==> src/rtl/change_payout_if.sv <==
// Handshake, tube-status and hopper signals between the vending core, the
// payout controller and the coin hopper.
interface change_payout_if;
    logic       change_valid_i;
    logic [4:0] change_i;
    logic       change_ready_o;
    logic       nickel_empty_i;
    logic       dime_empty_i;
    logic       quarter_empty_i;
    logic       coin_req_o;
    logic [1:0] coin_sel_o;
    logic       coin_ack_i;
    logic       busy_o;
    logic       done_o;
    logic       short_o;
    logic       timeout_o;
    logic [4:0] remain_o;

    modport slave (
        input  change_valid_i, change_i, nickel_empty_i, dime_empty_i,
               quarter_empty_i, coin_ack_i,
        output change_ready_o, coin_req_o, coin_sel_o, busy_o, done_o,
               short_o, timeout_o, remain_o
    );

    modport master (
        output change_valid_i, change_i, nickel_empty_i, dime_empty_i,
               quarter_empty_i, coin_ack_i,
        input  change_ready_o, coin_req_o, coin_sel_o, busy_o, done_o,
               short_o, timeout_o, remain_o
    );
endinterface

==> src/rtl/change_payout_ctrl.sv <==
// Coin hopper payout sequencer: greedy largest-coin-first change payout with
// empty-tube fallback, shortfall reporting and hopper ack timeout.
//
// state  | meaning
// IDLE   | ready for a new change amount
// SELECT | pick the largest coin that fits and is stocked
// REQ    | coin request held until ack or timeout
// DONE   | one-cycle completion pulse with short/timeout flags
module change_payout_ctrl #(
    parameter int ACK_TIMEOUT = 15
) (
    input  logic           clk_i,
    input  logic           rst_ni,
    change_payout_if.slave bus
);
    localparam int TW = (ACK_TIMEOUT > 1) ? $clog2(ACK_TIMEOUT) : 1;
    localparam logic [TW-1:0] TMR_LOAD = TW'(ACK_TIMEOUT - 1);

    localparam logic [1:0] SEL_NICKEL  = 2'b00;
    localparam logic [1:0] SEL_DIME    = 2'b01;
    localparam logic [1:0] SEL_QUARTER = 2'b10;

    typedef enum logic [1:0] {IDLE, SELECT, REQ, DONE} state_t;

    state_t        state_q, state_d;
    logic [4:0]    remain_q, remain_d;
    logic [1:0]    sel_q, sel_d;
    logic [TW-1:0] tmr_q, tmr_d;
    logic          short_q, short_d;
    logic          timeout_q, timeout_d;
    logic [4:0]    coin_val;

    always_ff @(posedge clk_i) begin
        if (!rst_ni) begin
            state_q   <= IDLE;
            remain_q  <= '0;
            sel_q     <= SEL_NICKEL;
            tmr_q     <= '0;
            short_q   <= 1'b0;
            timeout_q <= 1'b0;
        end else begin
            state_q   <= state_d;
            remain_q  <= remain_d;
            sel_q     <= sel_d;
            tmr_q     <= tmr_d;
            short_q   <= short_d;
            timeout_q <= timeout_d;
        end
    end

    always_comb begin
        case (sel_q)
            SEL_QUARTER: coin_val = 5'd25;
            SEL_DIME:    coin_val = 5'd10;
            default:     coin_val = 5'd5;
        endcase
    end

    // short/timeout default low so they are only ever high during DONE
    always_comb begin
        state_d   = state_q;
        remain_d  = remain_q;
        sel_d     = sel_q;
        tmr_d     = tmr_q;
        short_d   = 1'b0;
        timeout_d = 1'b0;
        case (state_q)
            IDLE: begin
                if (bus.change_valid_i) begin
                    remain_d = bus.change_i;
                    state_d  = SELECT;
                end
            end
            SELECT: begin
                tmr_d = TMR_LOAD;
                if (remain_q >= 5'd25 && !bus.quarter_empty_i) begin
                    sel_d   = SEL_QUARTER;
                    state_d = REQ;
                end else if (remain_q >= 5'd10 && !bus.dime_empty_i) begin
                    sel_d   = SEL_DIME;
                    state_d = REQ;
                end else if (remain_q >= 5'd5 && !bus.nickel_empty_i) begin
                    sel_d   = SEL_NICKEL;
                    state_d = REQ;
                end else begin
                    short_d = (remain_q != 5'd0);
                    state_d = DONE;
                end
            end
            REQ: begin
                if (bus.coin_ack_i) begin
                    remain_d = remain_q - coin_val;
                    state_d  = SELECT;
                end else if (tmr_q == '0) begin
                    short_d   = 1'b1;
                    timeout_d = 1'b1;
                    state_d   = DONE;
                end else begin
                    tmr_d = tmr_q - 1'b1;
                end
            end
            DONE: begin
                state_d = IDLE;
            end
            default: begin
                state_d = IDLE;
            end
        endcase
    end

    assign bus.change_ready_o = (state_q == IDLE);
    assign bus.busy_o         = (state_q != IDLE);
    assign bus.coin_req_o     = (state_q == REQ);
    assign bus.coin_sel_o     = sel_q;
    assign bus.done_o         = (state_q == DONE);
    assign bus.short_o        = short_q;
    assign bus.timeout_o      = timeout_q;
    assign bus.remain_o       = remain_q;
endmodule

==> src/flat_wrapper.sv <==
// flat-port wrapper written by rule: the top's interface ports become plain ports
module change_payout_ctrl_flat 
#(
    parameter int ACK_TIMEOUT = 15
)
  (clk_i, rst_ni, bus_change_valid_i, bus_change_i, bus_nickel_empty_i, bus_dime_empty_i, bus_quarter_empty_i, bus_coin_ack_i, bus_change_ready_o, bus_coin_req_o, bus_coin_sel_o, bus_busy_o, bus_done_o, bus_short_o, bus_timeout_o, bus_remain_o);
  change_payout_if bus_i ();
  input  logic clk_i;
  input  logic rst_ni;
  input wire logic [$bits(bus_i.change_valid_i)-1:0] bus_change_valid_i;
  input wire logic [$bits(bus_i.change_i)-1:0] bus_change_i;
  input wire logic [$bits(bus_i.nickel_empty_i)-1:0] bus_nickel_empty_i;
  input wire logic [$bits(bus_i.dime_empty_i)-1:0] bus_dime_empty_i;
  input wire logic [$bits(bus_i.quarter_empty_i)-1:0] bus_quarter_empty_i;
  input wire logic [$bits(bus_i.coin_ack_i)-1:0] bus_coin_ack_i;
  output wire logic [$bits(bus_i.change_ready_o)-1:0] bus_change_ready_o;
  output wire logic [$bits(bus_i.coin_req_o)-1:0] bus_coin_req_o;
  output wire logic [$bits(bus_i.coin_sel_o)-1:0] bus_coin_sel_o;
  output wire logic [$bits(bus_i.busy_o)-1:0] bus_busy_o;
  output wire logic [$bits(bus_i.done_o)-1:0] bus_done_o;
  output wire logic [$bits(bus_i.short_o)-1:0] bus_short_o;
  output wire logic [$bits(bus_i.timeout_o)-1:0] bus_timeout_o;
  output wire logic [$bits(bus_i.remain_o)-1:0] bus_remain_o;
  assign bus_i.change_valid_i = bus_change_valid_i;
  assign bus_i.change_i = bus_change_i;
  assign bus_i.nickel_empty_i = bus_nickel_empty_i;
  assign bus_i.dime_empty_i = bus_dime_empty_i;
  assign bus_i.quarter_empty_i = bus_quarter_empty_i;
  assign bus_i.coin_ack_i = bus_coin_ack_i;
  assign bus_change_ready_o = bus_i.change_ready_o;
  assign bus_coin_req_o = bus_i.coin_req_o;
  assign bus_coin_sel_o = bus_i.coin_sel_o;
  assign bus_busy_o = bus_i.busy_o;
  assign bus_done_o = bus_i.done_o;
  assign bus_short_o = bus_i.short_o;
  assign bus_timeout_o = bus_i.timeout_o;
  assign bus_remain_o = bus_i.remain_o;
  change_payout_ctrl #(.ACK_TIMEOUT(ACK_TIMEOUT)) u_core (.clk_i(clk_i), .rst_ni(rst_ni), .bus(bus_i));
endmodule
==> config.mk <==
export PLATFORM = sky130hd
export DESIGN_NAME = change_payout_ctrl_flat
export DESIGN_NICKNAME = d
export VERILOG_FILES = /design/src/rtl/change_payout_if.sv /design/src/rtl/change_payout_ctrl.sv /design/src/flat_wrapper.sv
export SDC_FILE = /design/constraint.sdc
export NUM_CORES = 1
export LEC_CHECK = 0
export ABC_AREA = 1
export BUFFER_PORTS_ARGS = -buffer_cell sky130_fd_sc_hd__buf_2
export CAP_MARGIN = 20
export CORE_UTILIZATION = 55
export CTS_BUF_LIST = sky130_fd_sc_hd__clkbuf_4 sky130_fd_sc_hd__clkbuf_8 sky130_fd_sc_hd__clkbuf_16
export CTS_CLUSTER_SIZE = 20
export DETAILED_ROUTE_END_ITERATION = 8
export PLACE_DENSITY = 0.79
export SLEW_MARGIN = 20
export SYNTH_ARGS = -nofsm -noshare
export SYNTH_HDL_FRONTEND = slang
export SYNTH_SLANG_ARGS = --single-unit
==> constraint.sdc <==
create_clock -name clk_i -period 3.3 [get_ports clk_i]
set_clock_uncertainty 0.1 [all_clocks]
set_input_delay 0.66 -clock clk_i [delete_from_list [all_inputs] [get_ports clk_i]]
set_output_delay 0.66 -clock clk_i [all_outputs]
set_load 0.05 [all_outputs]
==> impl_metrics.csv <==
group,metric,value,unit
run_status,status,"finished, final reports clean",
setup_path,arrival,1.49,ns
detailed_routing,ant_nets,0,
global_routing,antenna_found_initial,0,
detailed_routing,drt-total-wl,2145,um
sta,grt_setup_unrepaired,"no",
floorplan,die_y,44.85,um
synthesis,async_flop_share,0,%
worst_hold_path,hold_start,"u_core.tmr_q[0]",
worst_hold_path,hold_class,"flop to flop",
global_routing,grtUsageMet3,2.800,%
worst_hold_path,min_path_cells,2,
setup_path,r2r_cells,13,
cts,cts_buffers,3,
cts,clk_path_buf_depth,2,
setup_path,critPathLaunchType,"flop",
final_layout,final_common_cell,"nand2_1",
sta,setup_ws,1.054,ns
detailed_routing,vias,988,
final_layout,fin_util,68.84,%
cts,cts_tree,"yes",
placed_design,placedInstanceArea,1161,um2
final_layout,multi_input_area,613.1,um2
global_routing,grt.busiest_layer,"met2",
synthesis,synth_edf_count,0,
sta,hold_viol,0,
sta,whs,0.3909,ns
global_routing,grt_pass1_wl,3525,um
setup_path,cp.required,2.54,ns
placed_design,hpwl,1679,um
floorplan,die-area,2011,um2
setup_path,r2r-start,"u_core.bus.coin_sel_o[1]",
placed_design,dp_cells,194,
setup_path,rrSetupSlack,1.31,ns
synthesis,synth_cell_types,24,
cts,clk_latency,0.29,ns
synthesis,ys_ff_latch,15,
detailed_routing,drt_iter0_markers,6,
detailed_routing,vias_per_cell,4.990,
cts,cts_resized,0,
final_layout,n_antenna_cell,0,
sta,relSlewSlack,77.83,%
sta,layout_worst_path_cycle_share,68.06,%
global_routing,grt_use_met2,42.94,%
sta,fmax,0.4452,GHz
sta,slew_violations,0,
sta,setup_viol,0,
final_layout,mostFrequentLayoutCells,"nand2_1, buf_2, inv_1",
final_layout,regArea,300.3,um2
cts,hold_buffers,0,
global_routing,grt_util_met1,27.59,%
detailed_routing,wl_per_cell,10.83,um
synthesis,netlist_area,1010,um2
pwr,p_total,1.129,mW
pwr,leakage,0.6010,nW
detailed_routing,firstDrtPassIters,4,
synthesis,yosysTopAreaCell,"dfxtp_1",
run,cap_violations,0,
synthesis,yosys_most_used_dff,"dfxtp_1",
floorplan,coreArea,1727,um2
final_layout,stdcell_area,1189,um2
floorplan,initial_core_util,58.48,%
sta,setup_tns,0,ns
final_layout,fillers,165,
detailed_routing,drc_errors,0,
final_layout,drive_gt1_share,20.81,%
cts,root_buffer,"clkbuf_4",
sta,finalCriticalPeriod,2.246,ns
global_routing,grt_max_degree,11,
worst_hold_path,holdPathEnd,"u_core.tmr_q[0]",
placed_design,place_ws,1.317,ns
cts,cts_setup_buffers,0,
setup_path,crit_path_end_kind,"output port",
synthesis,yosys_warnings,0,
placed_design,port_buffers,24,
cts,htree_levels,1,
final_layout,final_cells,198,
cts,cts_sinks,15,
cts,clkTransAtPathRegs,0.09,ns
synthesis,synthesis.nets,170,
global_routing,grt_pass1_vias,894,
floorplan,die_x,44.85,um
synthesis,synth_area_leaders,"dfxtp_1, ha_1, nand2_1",
synthesis,ys_seq_area_share,29.74,%
setup_path,crit_fanout,6,
synthesis,synth_top_area_share,29.74,%
pwr,p_per_area,950.1,nW/um2
final_layout,area_growth,17.72,%
setup_path,reg2reg_to,"u_core.bus.remain_o[4]",
floorplan,rows,15,
pwr,vdd_drop_max,0.7401,mV
final_layout,layout.nets,199,
floorplan,ios,25,
placed_design,gp_congestion,0.8295,
global_routing,track_usage,23.91,%
global_routing,grt.overflow.total,0,
sta,worst_pin_slew,0.3306,ns
setup_path,critical_path_class,"flop to output port",
synthesis,syn_avg_cell_area,6.964,um2
synthesis,netlist_instances,145,
[per-layer routing]
| layer | vias up | share of wire, % |
|---|---|---|
| li1 | 529 | - |
| met1 | 439 | 45 |
| met2 | 15 | 50 |
| met3 | 5 | 2.3 |
| met4 | 0 | 2.0 |
| met5 | - | 0 |
[how the worst max path moves through the flow]
stage                        endpoint                     start  slack (ns)  depth (start not counted)
2_1_floorplan  u_core.bus.remain_o[4]  u_core.bus.coin_sel_o[1]        1.05                         12
3_3_place_gp   u_core.bus.remain_o[4]  u_core.bus.coin_sel_o[1]        1.37                         12
3_5_place_dp   u_core.bus.remain_o[4]  u_core.bus.coin_sel_o[1]        1.32                         13
4_1_cts                    bus_busy_o         u_core.state_q[0]        1.05                          4
5_1_grt                    bus_busy_o         u_core.state_q[0]        0.98                          4
6_report                   bus_busy_o         u_core.state_q[0]        1.05                          4
[layout make-up]
class / count / area share (%)
Timing Repair Buffer: 24 / 10.11
Inverter: 25 / 8.105
Multi-Input combinational cell: 105 / 51.58
Clock inverter: 1 / 0.4211
Clock buffer: 3 / 1.895
Sequential cell: 15 / 25.26
Tap cell: 25 / 2.632
[flip-flops by register name, summed over array words and instances (netlist names)]
name,count
u_core.bus.timeout_o,1
u_core.tmr_q,4
u_core.bus.short_o,1
u_core.bus.coin_sel_o,2
u_core.state_q,2
u_core.bus.remain_o,5
[Yosys cell counts, types with 2 or more instances]
library cell / instances
a21oi_1: 14
a31oi_1: 3
dfxtp_1: 15
ha_1: 12
inv_1: 20
inv_2: 3
nand2_1: 35
nand3_1: 7
nor2_1: 13
nor3_1: 2
o21ai_0: 8
[power by group]
part | internal [mW] | switching (mW)
Sequential | 0.238 | 0.0654
Clock | 0.0452 | 0.0633
Combinational | 0.218 | 0.499
[cell families after synthesis]
group,count (synthesis),synth area share [%]
xor gates and xnor gates,1,0.8676
AOI/OAI and AO/OA,31,18.84
buffers and inverters,25,9.541
adders and majority gates,13,16.85
DFF,15,29.74
and+or+nand+nor,60,24.17
[worst max-delay path, stage by stage, from the launching register on]
cell and delay [ns]:
dfxtp_1 0.43, inv_1 0.10, ha_1 0.24, inv_1 0.14, buf_2 0.29
Power figures use the tool's default switching activity.
